[src/rtl/counter_pkg.sv]
// Shared constants and helpers for the counter family.
package counter_pkg;

    // Range-end behaviour selectors
    localparam int unsigned MODE_WRAP = 0;
    localparam int unsigned MODE_SAT  = 1;

    // Width used by the helpers so that any counter up to 32 bits can share them
    localparam int unsigned HELPER_W = 32;

    // Clamp a value into 0..modulus-1 (values at or above modulus become modulus-1)
    function automatic logic [HELPER_W-1:0] clamp_to_range(
        input logic [HELPER_W-1:0] val,
        input logic [HELPER_W-1:0] modulus
    );
        return (val < modulus) ? val : (modulus - HELPER_W'(1));
    endfunction

    // True when val sits at the end of the range in the given direction
    function automatic logic at_range_end(
        input logic [HELPER_W-1:0] val,
        input logic                up,
        input logic [HELPER_W-1:0] modulus
    );
        return up ? (val == (modulus - HELPER_W'(1))) : (val == '0);
    endfunction

endpackage

[src/rtl/count_next.sv]
// Combinational next-count and range-end detection for the up/down modulo counter.
module count_next
    import counter_pkg::*;
#(
    parameter int unsigned WIDTH    = 4,
    parameter int unsigned MODULUS  = 16,
    parameter int unsigned SATURATE = MODE_WRAP
) (
    input  logic [WIDTH-1:0] cur_val,
    input  logic             up,
    input  logic             en,
    output logic [WIDTH-1:0] next_val_c,
    output logic             range_end_c
);

    localparam logic [WIDTH-1:0] MAX_VAL  = WIDTH'(MODULUS - 1);
    localparam bit               SAT_MODE = (SATURATE == MODE_SAT);

    logic at_end;

    assign at_end = at_range_end(HELPER_W'(cur_val), up, HELPER_W'(MODULUS));

    // Step one position in the selected direction, wrapping or holding at the ends
    always_comb begin
        next_val_c  = cur_val;
        range_end_c = 1'b0;
        if (en) begin
            if (at_end) begin
                range_end_c = 1'b1;
                if (!SAT_MODE) begin
                    next_val_c = up ? '0 : MAX_VAL;
                end
            end else if (up) begin
                next_val_c = cur_val + WIDTH'(1);
            end else begin
                next_val_c = cur_val - WIDTH'(1);
            end
        end
    end

endmodule

[src/rtl/updown_mod_counter.sv]
// Up/down modulo counter with clear, clamped load, wrap pulse and sticky overflow.
module updown_mod_counter
    import counter_pkg::*;
#(
    parameter int unsigned WIDTH    = 4,
    parameter int unsigned MODULUS  = 16,
    parameter int unsigned SATURATE = MODE_WRAP
) (
    input  logic             clk,
    input  logic             rst,
    input  logic             clr,
    input  logic             ld,
    input  logic [WIDTH-1:0] ld_val,
    input  logic             en,
    input  logic             up,
    output logic [WIDTH-1:0] cur_val,
    output logic             tc,
    output logic             wrap,
    output logic             ovf
);

    logic [WIDTH-1:0] next_val_c;
    logic             range_end_c;
    logic [WIDTH-1:0] ld_clamped;
    logic [WIDTH-1:0] val_d;
    logic             wrap_d;
    logic             ovf_d;

    count_next #(
        .WIDTH    (WIDTH),
        .MODULUS  (MODULUS),
        .SATURATE (SATURATE)
    ) u_count_next (
        .cur_val     (cur_val),
        .up          (up),
        .en          (en),
        .next_val_c  (next_val_c),
        .range_end_c (range_end_c)
    );

    // Out-of-range load values are pulled down to the top of the range
    assign ld_clamped = WIDTH'(clamp_to_range(HELPER_W'(ld_val), HELPER_W'(MODULUS)));

    // Terminal count is the raw range-end condition, independent of clr/ld
    assign tc = range_end_c;

    // Next-state selection: clr > ld > en, otherwise hold
    always_comb begin
        val_d  = cur_val;
        wrap_d = 1'b0;
        ovf_d  = ovf;
        if (clr) begin
            val_d = '0;
            ovf_d = 1'b0;
        end else if (ld) begin
            val_d = ld_clamped;
        end else if (en) begin
            val_d = next_val_c;
            if (range_end_c) begin
                wrap_d = 1'b1;
                ovf_d  = 1'b1;
            end
        end
    end

    // State registers with synchronous reset overriding everything else
    always_ff @(posedge clk) begin
        if (rst) begin
            cur_val <= '0;
            wrap    <= 1'b0;
            ovf     <= 1'b0;
        end else begin
            cur_val <= val_d;
            wrap    <= wrap_d;
            ovf     <= ovf_d;
        end
    end

endmodule

[config.mk]
export PLATFORM = sky130hd
export DESIGN_NAME = updown_mod_counter
export DESIGN_NICKNAME = d
export VERILOG_FILES = /design/src/rtl/counter_pkg.sv /design/src/rtl/count_next.sv /design/src/rtl/updown_mod_counter.sv
export SDC_FILE = /design/constraint.sdc
export NUM_CORES = 1
export LEC_CHECK = 0
export ABC_AREA = 1
export CAP_MARGIN = 30
export CORE_AREA = 2 2 39 41
export DETAILED_ROUTE_END_ITERATION = 8
export DIE_AREA = 0 0 41 43
export PLACE_DENSITY = 0.6
export SLEW_MARGIN = 20
export SYNTH_ARGS = -nofsm -noshare
export SYNTH_HDL_FRONTEND = slang
export SYNTH_HIERARCHICAL = 1
export SYNTH_SLANG_ARGS = --single-unit
[constraint.sdc]
create_clock -name clk -period 1.94 [get_ports clk]
set_input_delay 0.194 -clock clk [delete_from_list [all_inputs] [get_ports clk]]
set_output_delay 0.194 -clock clk [all_outputs]
set_load 0.02 [all_outputs]
== Word-level counts from Yosys, hierarchy flattened ==
Index checks and enable logic that the tools add are counted.
Word-level totals
  flip-flop bits (word level): 6
  latch bits: 0
  RAM bits: 0
  memory bits (read-only): 0
  output and inout port bits: 7
  logic and storage cells: 22
  memories kept: 0
Cells by class
  add/sub/neg operators: 2
  multipliers: 0
  divide/modulo/power cells: 0
  magnitude comparators: 0
  equal/unequal tests: 1
  shift-type cells: 0
  muxes and demuxes: 9
  bitwise logic cells: 2
  reductions and logical operators: 5
Operators with widths (count)
  $mux 4: 5
  $add 4x1->4 const B: 1
  $eq 4x4->1 const B: 1
  $logic_not 4->1: 1
  $mux 1: 4
  $reduce_or 4->1: 1
  $sub 4x1->4 const B: 1
  $reduce_and 3->1: 1
  $not 1->1: 2
  $reduce_bool 2->1: 1
  $reduce_or 2->1: 1

== Longest topological paths before layout ==
  depth after elaboration: 5
  mapped depth: 11
  mapped depth without buffers: 11

== Hierarchy ==
The synthesis kept the hierarchy.
Modules (own cells, without submodules)
  updown_mod_counter: times used 1, cells each 38, area each 262.8 um^2, seq. area each 120.1 um^2
  count_next: times used 1, cells each 34, area each 191.4 um^2, seq. area each 0.0 um^2

== Worst setup path after synthesis ==
OpenSTA, ideal clock, no wires.
  path type: reg-to-reg
  from: register cur_val[0]
  to: register ovf
  setup time: 70 ps
  arrival time: 1514 ps
  slack: 357 ps
  cell stages (with the launch flop): 7
  buffers on the path: 0
  clock period less this slack: 1583 ps
  cell sequence: dfxtp_1 > nand2_1 > nor2_1 > nand3_1 > a21oi_1 > nand3_1 > a21oi_1
On the way
  word-level cells in the longest chain between the ends: 5
  elaborated cells between the ends (all ways): 6
Ends and longest elaborated chain
  start, declared: line updown_mod_counter.sv:16  | output logic [WIDTH-1:0] cur_val,
  start signal, assigned: line updown_mod_counter.sv:73  | cur_val <= val_d;
  $eq 4x4->1 / $logic_not 4->1 (equally long branches): line counter_pkg.sv:25  | return up ? (val == (modulus - HELPER_W'(1))) : (val == '0);
  $mux 1 *: line counter_pkg.sv:25
  $mux 1 *: line count_next.sv:28  | if (at_end) begin
  $mux 1 *: line count_next.sv:27  | if (en) begin
  net tc: line updown_mod_counter.sv:17  | output logic tc,
  $reduce_and 3->1 (no source line) *
  end signal, assigned: line updown_mod_counter.sv:75  | ovf <= ovf_d;
  end, declared: line updown_mod_counter.sv:19  | output logic ovf
Mark *: on every way through the listed nets, which the timed path passes. The rest lies on a longest branch.
A chain may end at the register's enable or synchronous reset.

== Worst setup path after layout ==
  from: input port up
  to: register cur_val[3]
On the way
  word-level cells in the longest chain between the ends: 4
  elaborated cells between the ends (all ways): 6
Ends and longest elaborated chain
  start, declared: line updown_mod_counter.sv:15  | input logic up,
  $mux 4, or another cell as far along: line count_next.sv:33  | end else if (up) begin
  $mux 4 *: line count_next.sv:28
  net next_val_c[3]: line updown_mod_counter.sv:22  | logic [WIDTH-1:0] next_val_c;
  $mux 4 *: line updown_mod_counter.sv:57  | end else if (en) begin
  $mux 4 *: line updown_mod_counter.sv:55  | end else if (ld) begin
Mark *: on every way through the listed nets, which the timed path passes. The rest lies on a longest branch. The select of a mux whose other input is x is not followed.

==> run metrics <==
Slew Viols, Final=0; CP endpoint kind=register; number of global-route vias before repair=475; synthesized area=454.2 sq um; Synth Area in Compound Gates=7.989%; #FFs+latches synth=6; Starting DRT DRC Count=3; core area=0.001384 sq mm; largest net degree at the start of global routing=11; mux cell area share after synthesis=0%; final setup TNS=0 ps; Seq/Total Area, Yosys=26.45%; final setup margin=224.8 ps; vias per cell=4.628; Core Rows=14; DRC violations left=0; startpoint types=input pin; synth top area cells=dfxtp_1, nand2_1, nand3_1; TritonCTS Buffers=3; Die X=41 um; Mapped Cells=72; hold path cells=2; Post-Synth XOR/XNOR Area=3.857%; antenna violations before repair=0; Synth area leader=dfxtp_1; grt ovf=0; period utilisation layout=88.41%; Post-Syn Nets=85; Worst EP required=2130 ps; Netlist cell types=15; status=finished clean; top cell type's share of synthesized area=26.45%; gp weighted congestion=0.7609; First-pass DRT Iterations=4; adder-cell area share of the yosys netlist=9.917%; fin cells=113; Clock Latency Late Sink=240 ps; pre-CTS WS=-43.45 ps; Leak Pwr=0.0003556 uW; Worst R2R Setup Slack=450 ps; Max Cap Viol=0; htree depth=1; crit path DAT=1900 ps; IO Pins=17; clk sinks=6; Tot GR Track Use=13.97%; HP Start=ovf$_SDFFE_PP0P_; PortBufs=16; PwrDens=499.2 mW/mm^2; via count=523; Design Area, Final=700.7 sq um; Ys Warns=6; VDD IR-drop max=0.3467 mV; post-layout min period=1715 ps; Starting Density=32.82%; Synth Area in Simple Gates=41.05%; Root Buffer=clkbuf_4; grt peak-use layer=met2; placed cell count=110; layout cells sized above 1=14.43%; WL/cell=9.027 um; Setup Skew=0.2519 ps; Clock transition at path regs=40 ps; Setup CP Type=input pin to register; die height=43 um; synth-to-layout area growth=54.27%; largest family of logic cells by synthesized area=simple AND/OR/NAND/NOR gates; die area=0.001763 sq mm; routing usage on met2=22.19%; FMAX=583.0 MHz; FF-to-FF Start=cur_val[2]$_SDFFE_PP0P_; nets@finish=112; HPWL after detailed placement=858.5 um; RSZ-0062 raised after global routing=false; Util after Layout=50.63%; min-delay worst type=register to register; worst-margin pin slew=252.3 ps; cts hold-fix bufs=0; n_diodes=0; Cell Area, Placed=679.4 sq um; Post-DRT Antenna Nets=0; Total Wirelength=1020 um; CTS tree=built; Final Hold Viols=0; worst-path fanout max=5; headroom to the max-slew limit=83.16%; first-pass GRT wire length=1711 um; RR Endpoint=cur_val[3]$_SDFFE_PP0P_; CTS Buffer Depth=2; Post-Syn Area per Cell=6.308 sq um; R2R depth=10; GRT met1 Usage=16.13%; Final Setup Violations=0; GR Util met3=1.571%; hold path endpoint=ovf$_SDFFE_PP0P_; fillers=156
==> cells in the mapped netlist <==
master and instances:
a21oi_2 1, inv_2 2, inv_1 11, nor2_4 1, nand2_1 21, a21oi_1 4, xor2_1 2, fa_1 1
dfxtp_1 6, nor2_1 5, nand3_1 13, a22oi_1 1, nor2_2 1, nand4_1 1, ha_1 2
==> routing by layer <==
| layer | routed length, um | vias up | part of all wire [%] |
|---|---|---|---|
| li1 | - | 282 | - |
| met1 | 443 | 228 | 43 |
| met2 | 515 | 11 | 50 |
| met3 | 47 | 2 | 4.6 |
| met4 | 13 | 0 | 1.3 |
| met5 | 0 | - | 0 |
==> state kept, by name, indices dropped and copies added, names as in the netlist <==
signal,count
wrap,1
cur_val,4
ovf,1
==> power by group <==
group          switching [uW]  internal [uW]  total, uW  leakage (uW)
Sequential               5.28            128        133     0.0000488
Clock                    43.7           69.9        114     0.0000138
Combinational            50.5           52.7        103      0.000293
Total                    99.5            250        350      0.000356
==> critical path: stages <==
cell and delay (ps):
clkdlybuf4s50_1 470, inv_1 110, ha_1 360, a21oi_1 190, nand2_1 70, nand2_1 60, nand3_1 80, a21oi_2 120
nand3_1 80, nand3_1 80, nand2_1 50, inv_1 40
==> final cells by class <==
type / instances / area (sq um) / share of cell area, %
inverter: 13 / 48.80 / 6.964
timing repair buffer: 22 / 203.9 / 29.11
clock buffer: 3 / 22.52 / 3.214
tap: 16 / 20.02 / 2.857
multi-input combinational: 53 / 285.3 / 40.71
sequential: 6 / 120.1 / 17.14
==> metrics by stage <==
| step | hold WS (ps) | total power (uW) |
|---|---|---|
| 3_3_place_gp | 436.0 | 239.2 |
| 3_5_place_dp | 444.6 | 240.4 |
| 6_report | 447.6 | 349.8 |
| 2_1_floorplan | 339.9 | 189.1 |
| 4_1_cts | 454.8 | 356.9 |
| 5_1_grt | 484.0 | 373.5 |
==> worst max-delay path by stage <==
stage | startpoint | depth (start not counted) | end | slack (ps)
floorplan | cur_val[0]$_SDFFE_PP0P_ | 6 | ovf$_SDFFE_PP0P_ | 360
global route | up | 12 | cur_val[3]$_SDFFE_PP0P_ | 30
global placement | up | 5 | tc | -30
finish | up | 12 | cur_val[3]$_SDFFE_PP0P_ | 220
CTS | up | 12 | cur_val[3]$_SDFFE_PP0P_ | 200
detailed placement | up | 12 | cur_val[3]$_SDFFE_PP0P_ | -40
==> timing repair <==
item                                    CTS  global route
gates resized for setup                   1             0
endpoints found under the setup margin    1             0
buffers inserted                          0             0
==> cell usage in the layout (no fill, tap or decap) <==
master / synthesis / routed
fa_1: 1 / 1
xor2_1: 2 / 2
dlygate4sd2_1: 0 / 1
a21oi_1: 4 / 4
a21oi_2: 1 / 1
dfxtp_1: 6 / 6
nor2_1: 5 / 5
ha_1: 2 / 2
nor2_2: 1 / 1
nand3_1: 13 / 13
clkbuf_4: 0 / 3
buf_4: 0 / 6
inv_1: 11 / 11
nor2_4: 1 / 1
clkdlybuf4s50_1: 0 / 15
nand4_1: 1 / 1
a22oi_1: 1 / 1
inv_2: 2 / 2
nand2_1: 21 / 21
==> logic make-up (layout without fill, tap and decap cells) <==
| kind of cell | after synthesis | count (layout) |
|---|---|---|
| flops | 6 | 6 |
| simple gates | 42 | 42 |
| compound gates | 6 | 6 |
| fa+ha+maj | 3 | 3 |
| buf+inv | 13 | 38 |
| xor+xnor | 2 | 2 |
Power figures use the tool's default switching activity.
